<file path="src/rtl/input_debouncer_2ch.sv">
// Two-channel button conditioner: per-channel synchronizer plus a 4-state debounce FSM.
// Produces clean levels for the gate stage and one-cycle rise/fall pulses.

module input_debouncer_channel #(
  parameter int CNT_MAX     = 500000,
  parameter int SYNC_STAGES = 2
) (
  input  logic clk,
  input  logic rst_n,
  input  logic raw_i,
  output logic level_o,
  output logic rise_o,
  output logic fall_o
);

  localparam int CNT_W = $clog2(CNT_MAX + 1);
  localparam logic [CNT_W-1:0] CNT_LAST = CNT_W'(CNT_MAX - 1);

  typedef enum logic [1:0] {
    IDLE_LOW,
    WAIT_HIGH,
    IDLE_HIGH,
    WAIT_LOW
  } state_e;

  logic [SYNC_STAGES-1:0] sync_q;
  logic                   s;
  state_e                 state_q, state_d;
  logic [CNT_W-1:0]       cnt_q, cnt_d;
  logic                   rise_q, rise_d;
  logic                   fall_q, fall_d;

  assign s = sync_q[SYNC_STAGES-1];

  // NOTE: sequential state uses non-blocking assignments so every flop samples
  // pre-edge values, independent of statement order.
  always_ff @(posedge clk or negedge rst_n) begin
    if (!rst_n) begin
      sync_q  <= '0;
      state_q <= IDLE_LOW;
      cnt_q   <= '0;
      rise_q  <= 1'b0;
      fall_q  <= 1'b0;
    end else begin
      sync_q  <= {sync_q[SYNC_STAGES-2:0], raw_i};
      state_q <= state_d;
      cnt_q   <= cnt_d;
      rise_q  <= rise_d;
      fall_q  <= fall_d;
    end
  end

  // NOTE: every output of this block gets a default first, so no path can
  // leave a value unassigned and infer a latch.
  always_comb begin
    state_d = state_q;
    cnt_d   = '0;
    rise_d  = 1'b0;
    fall_d  = 1'b0;
    unique case (state_q)
      IDLE_LOW: begin
        if (s) begin
          state_d = WAIT_HIGH;
          cnt_d   = CNT_W'(1);
        end
      end
      WAIT_HIGH: begin
        // Any low sample during the wait is treated as bounce.
        if (!s) begin
          state_d = IDLE_LOW;
        end else if (cnt_q == CNT_LAST) begin
          state_d = IDLE_HIGH;
          rise_d  = 1'b1;
        end else begin
          cnt_d = cnt_q + CNT_W'(1);
        end
      end
      IDLE_HIGH: begin
        if (!s) begin
          state_d = WAIT_LOW;
          cnt_d   = CNT_W'(1);
        end
      end
      WAIT_LOW: begin
        if (s) begin
          state_d = IDLE_HIGH;
        end else if (cnt_q == CNT_LAST) begin
          state_d = IDLE_LOW;
          fall_d  = 1'b1;
        end else begin
          cnt_d = cnt_q + CNT_W'(1);
        end
      end
      default: state_d = IDLE_LOW;
    endcase
  end

  assign level_o = (state_q == IDLE_HIGH) || (state_q == WAIT_LOW);
  assign rise_o  = rise_q;
  assign fall_o  = fall_q;

endmodule

module input_debouncer_2ch #(
  parameter int CNT_MAX     = 500000,
  parameter int SYNC_STAGES = 2
) (
  input  logic clk,
  input  logic rst_n,
  input  logic btn_a_raw,
  input  logic btn_b_raw,
  output logic a,
  output logic b,
  output logic a_rise,
  output logic a_fall,
  output logic b_rise,
  output logic b_fall
);

  input_debouncer_channel #(
    .CNT_MAX    (CNT_MAX),
    .SYNC_STAGES(SYNC_STAGES)
  ) u_ch_a (
    .clk    (clk),
    .rst_n  (rst_n),
    .raw_i  (btn_a_raw),
    .level_o(a),
    .rise_o (a_rise),
    .fall_o (a_fall)
  );

  input_debouncer_channel #(
    .CNT_MAX    (CNT_MAX),
    .SYNC_STAGES(SYNC_STAGES)
  ) u_ch_b (
    .clk    (clk),
    .rst_n  (rst_n),
    .raw_i  (btn_b_raw),
    .level_o(b),
    .rise_o (b_rise),
    .fall_o (b_fall)
  );

endmodule

</file>
<file path="config.mk">
export PLATFORM = sky130hd
export DESIGN_NAME = input_debouncer_2ch
export DESIGN_NICKNAME = d
export VERILOG_FILES = /design/src/rtl/input_debouncer_2ch.sv
export SDC_FILE = /design/constraint.sdc
export NUM_CORES = 1
export LEC_CHECK = 0
export ABC_AREA = 0
export ABC_CLOCK_PERIOD_IN_PS = 2310
export CORE_ASPECT_RATIO = 1.5
export CORE_UTILIZATION = 60
export CTS_CLUSTER_SIZE = 8
export DETAILED_ROUTE_END_ITERATION = 16
export GPL_ROUTABILITY_DRIVEN = 0
export PLACE_DENSITY = 0.79
export SETUP_SLACK_MARGIN = 0.5
export SYNTH_ARGS = -nofsm -noshare
export SYNTH_HDL_FRONTEND = slang
export SYNTH_HIERARCHICAL = 1
export SYNTH_SLANG_ARGS = --single-unit
</file>
<file path="constraint.sdc">
create_clock -name clk -period 2.31 [get_ports clk]
set_input_delay 0.462 -clock clk [delete_from_list [all_inputs] [get_ports clk]]
set_output_delay 0.462 -clock clk [all_outputs]
set_load 0.01 [all_outputs]
</file>
**Word-level counts from Yosys, hierarchy flattened**

Cells that the tools add are included.
W data, S select, Z words.

- Add/sub/neg operators: 2
- Equality and inequality tests: 16
- Multiplexer cells: 36
- Reductions and logical operators: 6

Operators by type and width:

| kind | number |
|---|---|
| $pmux W19 S4 | 2 |
| $mux W19 | 6 |
| $add A19 B1 Y19 const B | 2 |
| $eq A19 B19 Y1 const B | 2 |
| $mux W2 | 12 |
| $pmux W2 S4 | 2 |
| $mux W1 | 14 |
| $eq A2 B2 Y1 const B | 4 |
| $reduce_and A4 Y1 | 2 |
| $ne A3 B1 Y1 const B | 2 |
| $ne A3 B3 Y1 const B | 2 |
| $eq A2 B1 Y1 const B | 2 |
| $logic_not A2 Y1 | 2 |
| $ne A2 B1 Y1 const B | 2 |
| $ne A2 B2 Y1 const B | 2 |
| $logic_or A1 B1 Y1 | 2 |

- Register bits after elaboration: 50
- Input port bits: 4
- Output and inout port bits: 6
- Word-level logic and storage cells: 70

**Longest topological paths before layout**

Gate-level depths: netlist of the first run.

- Word-level depth: 4
- Depth in mapped cells: 7
- Mapped depth without buffers: 5

**By module**

Netlist of the first run, hierarchy kept.

Modules (own cells, without submodules):

| module | instances | cells each | area each (µm²) | seq. area each (µm²) |
|---|---|---|---|---|
| input_debouncer_channel | 2 | 114 | 1243.7 | 625.6 |

**Least setup slack after synthesis of the first run**

OpenSTA, ideal clock, no wires.

- Path type: flip-flop to flip-flop
- Start: reg u_ch_a.cnt_q[0]
- End: reg with a tool-made name
- Setup time: 0.125 ns
- Arrival time: 1.623 ns
- Data required time: 2.185 ns
- Setup slack: 0.562 ns
- Cell stages (with the launch flop): 7
- Path buffers: 1
- Period minus slack after synthesis: 1.748 ns
- Path through: dfrtp_1 ha_1 and4_1 buf_6 nand2_4 or3_4 mux2_4

RTL lines:

| element | RTL line | source |
|---|---|---|
| start, declared | 29 | `logic [CNT_W-1:0] cnt_q, cnt_d;` |
| start signal, assigned | 47 | `cnt_q <= cnt_d;` |

==> out/qor.txt, run 1 <==
Outcome -> completed
FMAX -> 566 MHz
Max-Slew Margin vs Limit -> 66.8%
Final hold vios -> 0
Nets -> 246
Chip height -> 80.9 um
Share of layout cells above drive strength 1 -> 15.8%
CTS tree -> built
Final WL -> 4.42 mm
Sequential share of power -> 57.1%
Htree depth -> 2
Mapped Area -> 2490 um2
Final Slew Violations -> 0
Syn_nets -> 234
CP Cell Sequence -> ha_2, and4_4, nand2_4, or3_4, mux2_4
Initial antenna violation count -> 0
Static Leak -> 1.19 nW
Largest net degree at the start of global routing -> 30
Post-route DRC -> 0
Crit path time final -> 1.77 ns
Synth unique cells -> 34
Commonest non-fill, non-tap cell in the layout -> dfrtp_1
Antenna Cells -> 0
Final setup TNS -> 0 ns
Post-route clock period utilization -> 76.5%
WL/cell -> 15.5 um
CP Class -> reg -> reg
RSZ-0062 raised after global routing -> no
Layout Area Growth over Synthesis -> 11.7%
Total gr overflow -> 0
Initial Util -> 62.8%
Critical Path AT -> 1.96 ns
Core region area -> 3960 um2
Number of global-route vias before repair -> 1,652
Synthesis Warnings -> 6
Clk slew on worst S/H paths -> 0.09 ns
Die area -> 4410 um2
Clock latency on the worst-skew pair -> 0.30 ns
Boundary Pins -> 10
Site Rows -> 28
DRT iter0 DRCs -> 38
Final setup viols -> 0
Post-synthesis sequential area ratio -> 50.3%
Tightest Pin Transition -> 0.498 ns
Synth Area per Inst -> 10.9 um2
GRT Total Usage -> 22.4%
Pre-Repair DR Iteration Count -> 4
Root Buffer Master -> clkbuf_8
Register bit total from synthesis -> 50
Buf+Inv Stages, Crit Path -> 0
Post-synth ARST share -> 100%
MaxCap Viol Count -> 0
Pwr/cell area -> 563 nW/um2
CTS Sinks -> 50
Routed vias -> 1,686
First-pass GRT wire length -> 7.10 mm
Post-synth EDFFs -> 0
Setup ws final -> 0.543 ns
Synth Flop Type -> dfrtp_1
Final ANT Viol Nets -> 0
Top delay family on crit path -> simple AND/OR/NAND/NOR gates
Max incr delay on CP -> 0.43 ns
CTS Buf Count -> 5
Worst Skew -> 0.00967 ns
Worst vdd ir -> 0.000693 V
PortBufs -> 9
Die Wd -> 54.6 um
Slowest CP cell -> or3_4
R2R Setup Slk -> 0.54 ns
CP endpoint kind -> register
FF-to-FF path depth -> 5
Sw Share -> 21.3%
Clock tree buffer depth -> 2
Pre-CTS setup slack -> 0.415 ns
Worst reg2reg path startpoint -> u_ch_b/cnt_q[0]$_DFF_PN0_
Crit start category -> register
Dpl hpwl -> 3.06 mm
P_int -> 1.23 mW
Clock share of power -> 39.2%
Commonest non-fill, non-tap cells in the layout -> dfrtp_1, nor2_1, xor2_1, nand2_1, nand4_1
Via/cell ratio -> 5.90
Cell count after synthesis -> 228
Hold Crit Class -> in -> async
Critical Path RT -> 2.51 ns
Comb power frac -> 3.7%
Worst-path maximum fanout -> 5
Net Sw Power -> 0.334 mW
## power groups by stage
stage,clock network (mW),logic (mW),registers (mW)
after floorplan,0,0.0242,0.908
after global placement,0,0.0554,0.909
after detailed placement,0,0.0568,0.910
after CTS,0.633,0.0571,0.892
after global routing,0.667,0.0663,0.895
final,0.614,0.0581,0.894
## flip-flops by register name, summed over array words and instances (netlist names), named ones only
| signal | count |
|---|---|
| u_ch_a/state_q | 1 |
| u_ch_b/sync_q | 2 |
| u_ch_b/state_q | 1 |
| u_ch_a/rise_o | 1 |
| u_ch_b/fall_o | 1 |
| u_ch_b/rise_o | 1 |
| u_ch_a/cnt_q | 19 |
| u_ch_b/cnt_q | 19 |
| u_ch_a/fall_o | 1 |
| u_ch_a/sync_q | 2 |
## area by class of cell
cell class                 count  area, um2
sequential                    50       1250
fill                         298       1180
multi-input combinational    162       1170
timing repair buffer          17        174
clock buffer                   5       68.8
tap                           45       56.3
clock inverter                 3       43.8
inverter                       4       15.0
## worst reg2reg max path: stages (launching register included)
cell and delay, ns:
dfrtp_1 0.39, ha_2 0.22, and4_4 0.27, nand2_4 0.06, or3_4 0.43, mux2_4 0.31
## Yosys cell counts, types with 4 or more instances
master	count	area share, %
and4_1	10	3.5
buf_6	4	1.8
nor2b_1	4	1.0
and2_1	6	1.5
dfrtp_1	50	50
nor3b_1	4	1.2
xor2_1	20	7.0
nand4_1	14	3.5
buf_2	4	0.80
a21oi_1	4	0.80
xnor2_1	10	3.5
and3_1	4	1.0
nand3_1	10	2.0
inv_1	4	0.60
nand2_1	14	2.1
nor2_1	30	4.5
## cell families (layout without fill, tap and decap cells)
group | Yosys count | in the layout | share of synthesized area, %
xor+xnor | 30 | 30 | 10.6
buf+inv | 16 | 29 | 4.12
fa+ha+maj | 2 | 2 | 1.01
mux | 2 | 2 | 1.21
simple gates | 114 | 114 | 27.9
compound gates | 14 | 14 | 4.93
flops | 50 | 50 | 50.3
## timing repair
action / 4_1_cts / 5_1_grt
buffers inserted: 0 / 2
gates resized for setup: 2 / 11
endpoints found under the setup margin: 14 / 26
pin swaps: 0 / 6
hold buffers: 0 / 0
## metal layers
metal  vias up  GRT usage, %  wire length [um]
li1        810             -                 -
met1       847          24.1              1740
met2        19          39.9              2510
met3        10          4.49                82
met4         0          10.8                89
met5         -             0                 0
## stage by stage
| step | hold slack (ns) | power, mW | cell area [um2] | instances | util (%) |
|---|---|---|---|---|---|
| floorplan | 0.166 | 0.932 | 2490 | 228 | - |
| global placement | 0.332 | 0.965 | 2600 | 276 | 65.6 |
| detailed placement | 0.337 | 0.967 | 2600 | 276 | 65.6 |
| CTS | 0.117 | 1.58 | 2710 | 284 | 68.6 |
| global route | 0.144 | 1.63 | 2780 | 286 | 70.2 |
| finish | 0.111 | 1.57 | 2780 | 286 | 70.2 |
## worst max-delay path by stage
stage,startpoint,end,slack (ns),cells past startpoint
after floorplan,u_ch_a/cnt_q[0]$_DFF_PN0_,register,0.56,6
after global placement,u_ch_b/cnt_q[0]$_DFF_PN0_,register,0.46,5
after detailed placement,u_ch_b/cnt_q[0]$_DFF_PN0_,register,0.42,5
after CTS,u_ch_a/cnt_q[0]$_DFF_PN0_,register,0.50,5
after global routing,u_ch_a/cnt_q[6]$_DFF_PN0_,u_ch_a/cnt_q[11]$_DFF_PN0_,0.47,5
final,u_ch_b/cnt_q[0]$_DFF_PN0_,register,0.54,5
No activity file was read; power rests on OpenSTA's default activity.
==> run 2: changes to the inputs <==
Settings changed: ABC_CLOCK_PERIOD_IN_PS 2310 to 1700.
Clock period 2.31 ns to 1.7 ns, I/O delays scaled along.
==> out/qor.txt, run 2 (same netlist as run 1, synthesis figures left out) <==
Pwr/cell area -> 655 nW/um2
Critical Path AT -> 1.93 ns
Setup ws final -> -0.0251 ns
CP Class -> reg -> reg
Critical path origin -> u_ch_a/cnt_q[10]$_DFF_PN0_
CTS tree -> built
Root Buffer Master -> clkbuf_8
Commonest non-fill, non-tap cell in the layout -> dfrtp_1
Chip height -> 80.9 um
Die Wd -> 54.6 um
Final WL -> 6.72 mm
Pre-Repair DR Iteration Count -> 4
Tightest Pin Transition -> 0.460 ns
FMAX -> 580 MHz
Largest net degree at the start of global routing -> 51
Pre-CTS setup slack -> -0.0147 ns
Post-route clock period utilization -> 101%
Core region area -> 3960 um2
Die area -> 4410 um2
Crit start category -> register
GRT Total Usage -> 28.4%
WL/cell -> 20.3 um
Hold buffers post-CTS -> 0
Placed Cells -> 303
Nets -> 291
First-pass GRT wire length -> 8.64 mm
Worst Skew -> 0.0128 ns
Failing checks -> hold timing, setup timing
Initial antenna violation count -> 0
Worst vdd ir -> 0.000718 V
Initial Util -> 62.8%
Regs by FF count -> u_ch_a/cnt_q (19), u_ch_b/cnt_q (19)
Commonest non-fill, non-tap cells in the layout -> dfrtp_1, buf_4, buf_6, xor2_1, nand4_1
PortBufs -> 9
CP endpoint kind -> register
CTS Buf Count -> 5
Worst reg2reg path startpoint -> u_ch_a/cnt_q[10]$_DFF_PN0_
Clock tree buffer depth -> 2
Hold Crit Class -> in -> async
Outcome -> finished, violations left
Final Slew Violations -> 0
Via/cell ratio -> 6.12
Sw Share -> 21.8%
Comb power frac -> 6.3%
Net Sw Power -> 0.489 mW
Share of layout cells above drive strength 1 -> 45.8%
Final Non-Filler Cells -> 331
Post-route DRC -> 0
Dpl hpwl -> 3.44 mm
Layout Area Growth over Synthesis -> 37.6%
Clk slew on worst S/H paths -> 0.10 ns
Clock share of power -> 39.4%
Crit path time final -> 1.73 ns
P_int -> 1.75 mW
Hold_ws -> -0.00500 ns
Antenna Cells -> 0
Critical Path RT -> 1.91 ns
Static Leak -> 1.49 nW
Htree depth -> 2
DRT iter0 DRCs -> 122
Clock latency on the worst-skew pair -> 0.31 ns
CTS Sinks -> 50
Site Rows -> 28
Final setup viols -> 8
Total gr overflow -> 0
Final hold vios -> 4
Final ANT Viol Nets -> 0
RSZ-0062 raised after global routing -> yes
Number of global-route vias before repair -> 1,990
Worst-path maximum fanout -> 5
Sequential share of power -> 54.3%
Max-Slew Margin vs Limit -> 69.1%
Routed vias -> 2,025
MaxCap Viol Count -> 0
Boundary Pins -> 10
[run 2: worst paths after layout]
kind / endpoint / slack, ns / depth (start not counted)
hold / removal: u_ch_a/fall_o$_DFF_PN0_ / -0.005 / 2
setup reg to reg: u_ch_a/cnt_q[3]$_DFF_PN0_ / -0.03 / 7
hold reg to reg: u_ch_a/sync_q[1]$_DFF_PN0_ / 0.36 / 0
max in group asynchronous: u_ch_b/cnt_q[5]$_DFF_PN0_ / 1.45 / 2
min in group clk: u_ch_a/sync_q[1]$_DFF_PN0_ / 0.36 / 0
setup / recovery: u_ch_a/cnt_q[3]$_DFF_PN0_ / -0.03 / 7
[run 2: final cells by class]
cell class              count  area (um2)
clock inverters             2        38.8
repair buffers             62         559
clock buffers               6        82.6
flip-flops and latches     50        1250
multi-input cells         162        1420
inverters                   4        15.0
well taps                  45        56.3
fillers                   168         537
[run 2: metrics by stage]
stage / TNS (ns) / hold slack (ns) / total power, mW / instance area (um2) / utilization, %
after floorplan: 0 / 0.0444 / 1.27 / 2530 / -
final: -0.121 / -0.00500 / 2.24 / 3420 / 86.4
after global routing: -0.824 / 0.0245 / 2.31 / 3420 / 86.4
after detailed placement: -0.0147 / 0.340 / 1.33 / 2820 / 71.3
after global placement: 0 / 0.332 / 1.32 / 2820 / 71.3
after CTS: 0 / 0.00835 / 2.23 / 3180 / 80.4
[run 2: worst max-delay path, cell delays in order (launching register included)]
cell and delay [ns]:
dfrtp_1 0.42, nor4b_4 0.42, nand2_4 0.08, buf_6 0.12, o31ai_4 0.22, buf_6 0.16
buf_8 0.13, nor2_1 0.05
[run 2: power by group through the flow]
stage                     combinational, mW  clock [mW]  sequential [mW]
after detailed placement             0.0914           0             1.24
after CTS                             0.117       0.897             1.21
after global routing                  0.152       0.945             1.22
final                                 0.142       0.883             1.22
after global placement               0.0896           0             1.23
after floorplan                      0.0372           0             1.23
[run 2: timing repair]
item / in CTS / in global routing
gates resized for setup: 65 / 52
pin swaps: 20 / 8
buffers inserted: 16 / 4
hold endpoints to repair: 0 / 0
endpoints found under the setup margin: 52 / 49
[run 2: metal layers]
layer | global-route usage (%) | wire length (um)
met1 | 26.2 | 2190
met2 | 53.5 | 3800
met3 | 5.81 | 291
met4 | 16.2 | 447
met5 | 0 | 0
